**src/rtl/bcd_display_formatter.sv**
```systemverilog
`default_nettype none
// ============================================================================
//  Module   : bcd_display_formatter
//  Purpose  : Sequential double-dabble binary-to-BCD converter feeding a
//             4-digit seven-segment scan driver. One bit is converted per
//             clock behind a valid/ready handshake. The output registers hold
//             the last committed value, so the display never shows a partial
//             result. Values above MAX_VALUE are shown as "EEEE" with every
//             decimal point lit.
//  Ports    : clk, rst_n       - clock, asynchronous active-low reset
//             i_valid/o_ready  - request handshake (o_ready = idle)
//             i_bin, i_dots    - value and dot mask, sampled at accept
//             o_data, o_dots   - committed packed BCD {d3,d2,d1,d0} and dots
//             o_ovf            - last committed value was over-range
//             o_done           - one-cycle pulse following each commit
//  Revision : 1.0 - initial release
// ============================================================================
module bcd_display_formatter #(
    parameter int          IN_WIDTH  = 16,
    parameter int unsigned MAX_VALUE = 9999
) (
    input  logic                clk,
    input  logic                rst_n,
    input  logic                i_valid,
    output logic                o_ready,
    input  logic [IN_WIDTH-1:0] i_bin,
    input  logic [3:0]          i_dots,
    output logic [15:0]         o_data,
    output logic [3:0]          o_dots,
    output logic                o_ovf,
    output logic                o_done
);

    typedef enum logic [1:0] {
        S_IDLE  = 2'd0,
        S_SHIFT = 2'd1,
        S_DONE  = 2'd2
    } state_t;

    localparam logic [4:0]  c_LAST    = 5'(IN_WIDTH - 1);
    localparam logic [15:0] c_ERR_BCD = 16'hEEEE;

    state_t                r_state_q, w_state_d;
    logic [IN_WIDTH-1:0]   r_bin_q,   w_bin_d;
    logic [15:0]           r_bcd_q,   w_bcd_d;
    logic [4:0]            r_cnt_q,   w_cnt_d;
    logic [3:0]            r_pdots_q, w_pdots_d;
    logic [15:0]           r_data_q,  w_data_d;
    logic [3:0]            r_dots_q,  w_dots_d;
    logic                  r_ovf_q,   w_ovf_d;
    logic                  r_done_q,  w_done_d;

    logic                  w_over;
    logic [14:0]           w_bcd_corr;
    logic [15:0]           w_bcd_shift;
    logic [IN_WIDTH-1:0]   w_bin_shift;

    // Zero-extend to 32 bits so a MAX_VALUE wider than the input simply
    // makes the over-range branch unreachable.
    assign w_over = ({{(32-IN_WIDTH){1'b0}}, i_bin} > MAX_VALUE);

    // Add-3 correction on the lower three digits.
    generate
        for (genvar g = 0; g < 3; g++) begin : g_nibble
            assign w_bcd_corr[4*g+3:4*g] = (r_bcd_q[4*g+3:4*g] >= 4'd5) ?
                                           r_bcd_q[4*g+3:4*g] + 4'd3 :
                                           r_bcd_q[4*g+3:4*g];
        end
    endgenerate

    // The top digit stays <= 9 for in-range values, so only its low three
    // corrected bits survive the following shift.
    assign w_bcd_corr[14:12] = 3'((r_bcd_q[15:12] >= 4'd5) ?
                                  r_bcd_q[15:12] + 4'd3 : r_bcd_q[15:12]);

    assign w_bcd_shift = {w_bcd_corr, r_bin_q[IN_WIDTH-1]};
    assign w_bin_shift = {r_bin_q[IN_WIDTH-2:0], 1'b0};

    always_comb begin
        w_state_d = r_state_q;
        w_bin_d   = r_bin_q;
        w_bcd_d   = r_bcd_q;
        w_cnt_d   = r_cnt_q;
        w_pdots_d = r_pdots_q;
        w_data_d  = r_data_q;
        w_dots_d  = r_dots_q;
        w_ovf_d   = r_ovf_q;
        w_done_d  = 1'b0;
        case (r_state_q)
            S_IDLE: begin
                if (i_valid) begin
                    if (w_over) begin
                        w_data_d  = c_ERR_BCD;
                        w_dots_d  = 4'hF;
                        w_ovf_d   = 1'b1;
                        w_done_d  = 1'b1;
                        w_state_d = S_DONE;
                    end else begin
                        w_bin_d   = i_bin;
                        w_bcd_d   = 16'h0000;
                        w_pdots_d = i_dots;
                        w_cnt_d   = 5'd0;
                        w_state_d = S_SHIFT;
                    end
                end
            end
            S_SHIFT: begin
                w_bin_d = w_bin_shift;
                w_bcd_d = w_bcd_shift;
                w_cnt_d = r_cnt_q + 5'd1;
                if (r_cnt_q == c_LAST) begin
                    // Final iteration goes straight to the display registers.
                    w_data_d  = w_bcd_shift;
                    w_dots_d  = r_pdots_q;
                    w_ovf_d   = 1'b0;
                    w_done_d  = 1'b1;
                    w_state_d = S_DONE;
                end
            end
            S_DONE: begin
                w_state_d = S_IDLE;
            end
            default: begin
                w_state_d = S_IDLE;
            end
        endcase
    end

    always_ff @(posedge clk or negedge rst_n) begin
        if (!rst_n) begin
            r_state_q <= S_IDLE;
            r_bin_q   <= '0;
            r_bcd_q   <= 16'h0000;
            r_cnt_q   <= 5'd0;
            r_pdots_q <= 4'h0;
            r_data_q  <= 16'h0000;
            r_dots_q  <= 4'h0;
            r_ovf_q   <= 1'b0;
            r_done_q  <= 1'b0;
        end else begin
            r_state_q <= w_state_d;
            r_bin_q   <= w_bin_d;
            r_bcd_q   <= w_bcd_d;
            r_cnt_q   <= w_cnt_d;
            r_pdots_q <= w_pdots_d;
            r_data_q  <= w_data_d;
            r_dots_q  <= w_dots_d;
            r_ovf_q   <= w_ovf_d;
            r_done_q  <= w_done_d;
        end
    end

    assign o_ready = (r_state_q == S_IDLE);
    assign o_data  = r_data_q;
    assign o_dots  = r_dots_q;
    assign o_ovf   = r_ovf_q;
    assign o_done  = r_done_q;

endmodule
`default_nettype wire

```
**config.mk**
```make
export PLATFORM = sky130hd
export DESIGN_NAME = bcd_display_formatter
export DESIGN_NICKNAME = d
export VERILOG_FILES = /design/src/rtl/bcd_display_formatter.sv
export SDC_FILE = /design/constraint.sdc
export NUM_CORES = 1
export LEC_CHECK = 0
export CAP_MARGIN = 0
export CORE_ASPECT_RATIO = 0.8
export CORE_MARGIN = 8
export CORE_UTILIZATION = 60
export DETAILED_ROUTE_END_ITERATION = 7
export DONT_BUFFER_PORTS = 1
export GPL_TIMING_DRIVEN = 0
export HOLD_SLACK_MARGIN = 0.05
export PLACE_DENSITY = 0.76
export SLEW_MARGIN = 20
export SYNTH_ARGS = -nofsm -noshare
export SYNTH_HDL_FRONTEND = slang
export SYNTH_SLANG_ARGS = --single-unit
```
**constraint.sdc**
```tcl
create_clock -name clk -period 2.31 [get_ports clk]
set_input_delay 0.462 -clock clk [delete_from_list [all_inputs] [get_ports clk]]
set_output_delay 0.462 -clock clk [all_outputs]
set_load 0.02 [all_outputs]
```
==> results summary <==
The run finished with clean final reports. The proportion of synthesized flip-flops having asynchronous set or reset came out at 1.000. The total congestion overflow after global routing is 0. The max-slew headroom at the worst pin is 0.5970. The data required time at the worst endpoint is ~2.5 ns. The clock arrives with just over 0.007 ns of skew. The number of primary I/O pins is 46. The portion of total power attributed to sequential cells is 0.475. The filler cell count in the final layout came out at approximately 360. The first-pass detailed-route iteration total is 4. The number of levels the H-tree was split into came out at 3. The startpoint class of the critical path is a flip-flop. The worst hold path belongs to the class in2reg. The unique cell type count in the Yosys netlist came out at 39.

The all-layer global routing usage is 0.1867. The setup slack after placement is -0.02016 ns. The predominant post-synthesis flop cell is sky130_fd_sc_hd__dfrtp_1. The critical path is of the reg2reg type. On the worst path, the slowest cell contributes a delay of 0.38 ns.

The mean instance size in the synthesized netlist is approximately 11 µm². The worst hold-check slack came out at approximately 0.27 ns. Of all nets on the critical path, the largest fanout is 8. The via count is 2211.

The wire-length estimate of the detail-placed layout is around 4600 µm. The clock-pin slew on the worst setup and hold paths is around 0.060 ns. The number of max-slew violations in the final report is 0. The power share of the combinational group came out at 0.321.

The number of vias per cell after detailed routing came out at about 6.0. The share of the yosys chip area belonging to registers is 0.5287. The number of setup violations in the final report came out at 0. The number of antenna violations at the first check in global routing is 0. The initial utilization of the core area, before any placement, comes to 0.6180. The growth of design area from synthesis to finish came out at 9.638%. The average wire per standard cell is around 19 µm. The insertion delay to the later sink of the worst-skew pair came out at 0.34 ns. The largest net degree at the start of global routing came out at between 60 and 70. The most frequent cell on the critical path is sky130_fd_sc_hd__ha_1. The repair_antennas step left the layout with diodes totalling 0. The post-synthesis cell area came out at ~0.0031 mm². In the finished design, the share of the clock period the worst path needs comes to 0.9323. The via count of the first global-routing pass is between 2000 and 2500.

The minimum clock period after layout is between 2 and 2.5 ns. The number of buffers between clock root and the deepest sink is 2. The library cell used most frequently in the layout, excluding fill and tap cells, is sky130_fd_sc_hd__dfrtp_1. The number of nets at the end of the flow came out at ~340. The power density over cell area came out at ~1200 mW/mm². The count of warnings emitted by yosys came out at 0.

The total of max-cap violations is 0. After detailed routing, the total wire length is slightly below 7000 µm. Setup repair after global routing left no endpoint under its margin. The slew at the pin closest to its max-slew limit is slightly above 0.6 ns. For this design, the slowest cell found on the critical path is sky130_fd_sc_hd__dfrtp_1. The total internal power is 2.526 mW. The smallest setup slack after layout is 0.1565 ns. The switching fraction of total power came out at 0.3791. For this block, the initial DRC count from the detailed router was 141. The worst setup path is captured at a flip-flop. Summed over all nets, the switching power comes to around 1.5 mW.

The clock share of power is 0.204. The number of buffers inserted during clock tree synthesis came out at 9. The top cell types in the final layout, fill and taps aside, are sky130_fd_sc_hd__dfrtp_1, sky130_fd_sc_hd__nand2_1, sky130_fd_sc_hd__o21ai_0.

The number of standard-cell rows in the floorplan is 23. The number of standard cells after synthesis is between 200 and 300. The count of antenna-violating nets left after detailed routing came out at 0. The number of sinks driven by the clock tree is 65.

The core region is around 0.005 mm². The cell leakage power came out at ~1.4 nW. The maximum frequency from static timing analysis came out at 464.4 MHz. The count of input and output buffers is 0.

The worst setup slack for register-to-register paths came out at approximately 0.16 ns. The arrival time at the worst endpoint came out at between 2 and 2.5 ns. The top cell type's share of synthesized area came out at 0.5287. The cell type contributing the most total cell area after synthesis is sky130_fd_sc_hd__dfrtp_1.

The die is about 80 µm tall. The number of nets handed over by synthesis was 320. The share of post-route cells with drive strength above 1 is 0.1311. By area the synthesized netlist is led by sky130_fd_sc_hd__dfrtp_1, sky130_fd_sc_hd__o21ai_0, sky130_fd_sc_hd__nand2_1.

The peak supply drop is 0.6354 mV. The root buffer cell chosen for the clock tree is sky130_fd_sc_hd__clkbuf_8. The first-pass GRT wire length came out at 10790 µm. The synthesis-stage register bit count is 65.

The number of enable-type register cells in the synthesized netlist came out at 0. The die covers between 0.007 and 0.008 mm². The die outline width came out at 96.06 µm. At the end of routability-driven placement, the weighted congestion stood at about 0.80. The count of final hold-check violations is 0. The remaining design rule violation count is 0.

Walking the worst path, the cells encountered are ha_1 > and3_1 > ha_1 > nand2_2 > a41oi_4 > buf_4 > mux2_2. The CTS tree is yes.
-- cell usage after synthesis, drive strengths merged (4+ instances only) --
master / instances
a21oi: 7
a31oi: 8
a41oi: 6
buf: 7
clkbuf: 9
dfrtp: 65
ha: 10
inv: 10
mux2: 11
mux2i: 14
nand2: 38
nand2b: 5
nor2: 20
nor3: 7
o21ai: 30
o22a: 4
o22ai: 10
xnor2: 4
xor2: 4
-- final timing paths --
check	end	start	cells past startpoint
max	o_data[8]$_DFFE_PN0P_	r_cnt_q[0]$_DFFE_PN0P_	7
min	r_pdots_q[3]$_DFFE_PN0P_	i_dots[3]	1
max reg2reg	o_data[8]$_DFFE_PN0P_	r_cnt_q[0]$_DFFE_PN0P_	7
min reg2reg	r_bin_q[4]$_DFFE_PN0P_	r_bin_q[3]$_DFFE_PN0P_	2
max in group asynchronous	o_done$_DFF_PN0_	rst_n	2
min in group asynchronous	o_dots[3]$_DFFE_PN0P_	rst_n	2
-- cell type report --
cell class | count | area [µm²] | area share
Timing Repair Buffer | 4 | 52.55 | 0.01558
Inverter | 10 | 37.54 | 0.01113
Multi-Input combinational cell | 196 | 1300 | 0.3854
Tap cell | 62 | 77.57 | 0.02300
Buffer | 16 | 116.4 | 0.03450
Sequential cell | 65 | 1627 | 0.4822
Clock buffer | 14 | 162.7 | 0.04822
-- cells by family after synthesis --
group	Yosys count	synth area share
simple gates	82	0.1224
compound gates	71	0.1488
flops	65	0.5287
buf+inv	26	0.04961
mux	25	0.08703
fa+ha+maj	10	0.04067
xor+xnor	8	0.02277
-- metal layers --
metal / vias to the layer above / share of wire / GRT usage
met1: 1099 / 0.43 / 0.2276
met4: 0 / 0.012 / 0.07044
li1: 1040 / - / -
met3: 9 / 0.088 / 0.08380
met2: 63 / 0.47 / 0.2840
met5: - / 0 / 0
-- metrics by stage --
| step | setup TNS (ns) | total power, mW | cells | utilization | area [µm²] |
|---|---|---|---|---|---|
| floorplan | 0 | 2.865 | 287 | - | 3077 |
| global route | 0 | 4.347 | 367 | 0.6776 | 3373 |
| CTS | 0 | 4.067 | 365 | 0.6738 | 3354 |
| finish | 0 | 4.068 | 367 | 0.6776 | 3373 |
| global placement | 0 | 3.115 | 349 | 0.6336 | 3154 |
| detailed placement | -0.09421 | 3.197 | 349 | 0.6336 | 3154 |
-- sequential cells by signal, summed over array words and instances (netlist names) --
signal / count
o_dots: 4
o_data: 16
r_bin_q: 16
r_state_q: 2
o_done: 1
o_ovf: 1
r_cnt_q: 5
r_pdots_q: 4
r_bcd_q: 16
-- power groups by stage --
| stage | sequential (mW) | combinational, mW | clock (mW) |
|---|---|---|---|
| floorplan | 1.86 | 1.00 | 0 |
| global placement | 1.93 | 1.19 | 0 |
| detailed placement | 1.95 | 1.25 | 0 |
| CTS | 1.93 | 1.29 | 0.846 |
| global route | 1.98 | 1.47 | 0.900 |
| finish | 1.93 | 1.31 | 0.828 |
-- worst max-delay path, delay by kind of cell, from the launching register on --
| kind | cells | cell delay, ns |
|---|---|---|
| buf+inv | 1 | 0.19 |
| simple gates | 2 | 0.35 |
| compound gates | 1 | 0.38 |
| fa+ha+maj | 2 | 0.42 |
| mux | 1 | 0.33 |
| flops | 1 | 0.38 |
-- repair_timing --
action                                  CTS  global route
endpoints found under the setup margin    0            16
hold buffers                              2             0
hold endpoints to repair                 65             0
resized for setup                         0             3
setup buffers                             0             2
(Power assumes the default switching activity.)
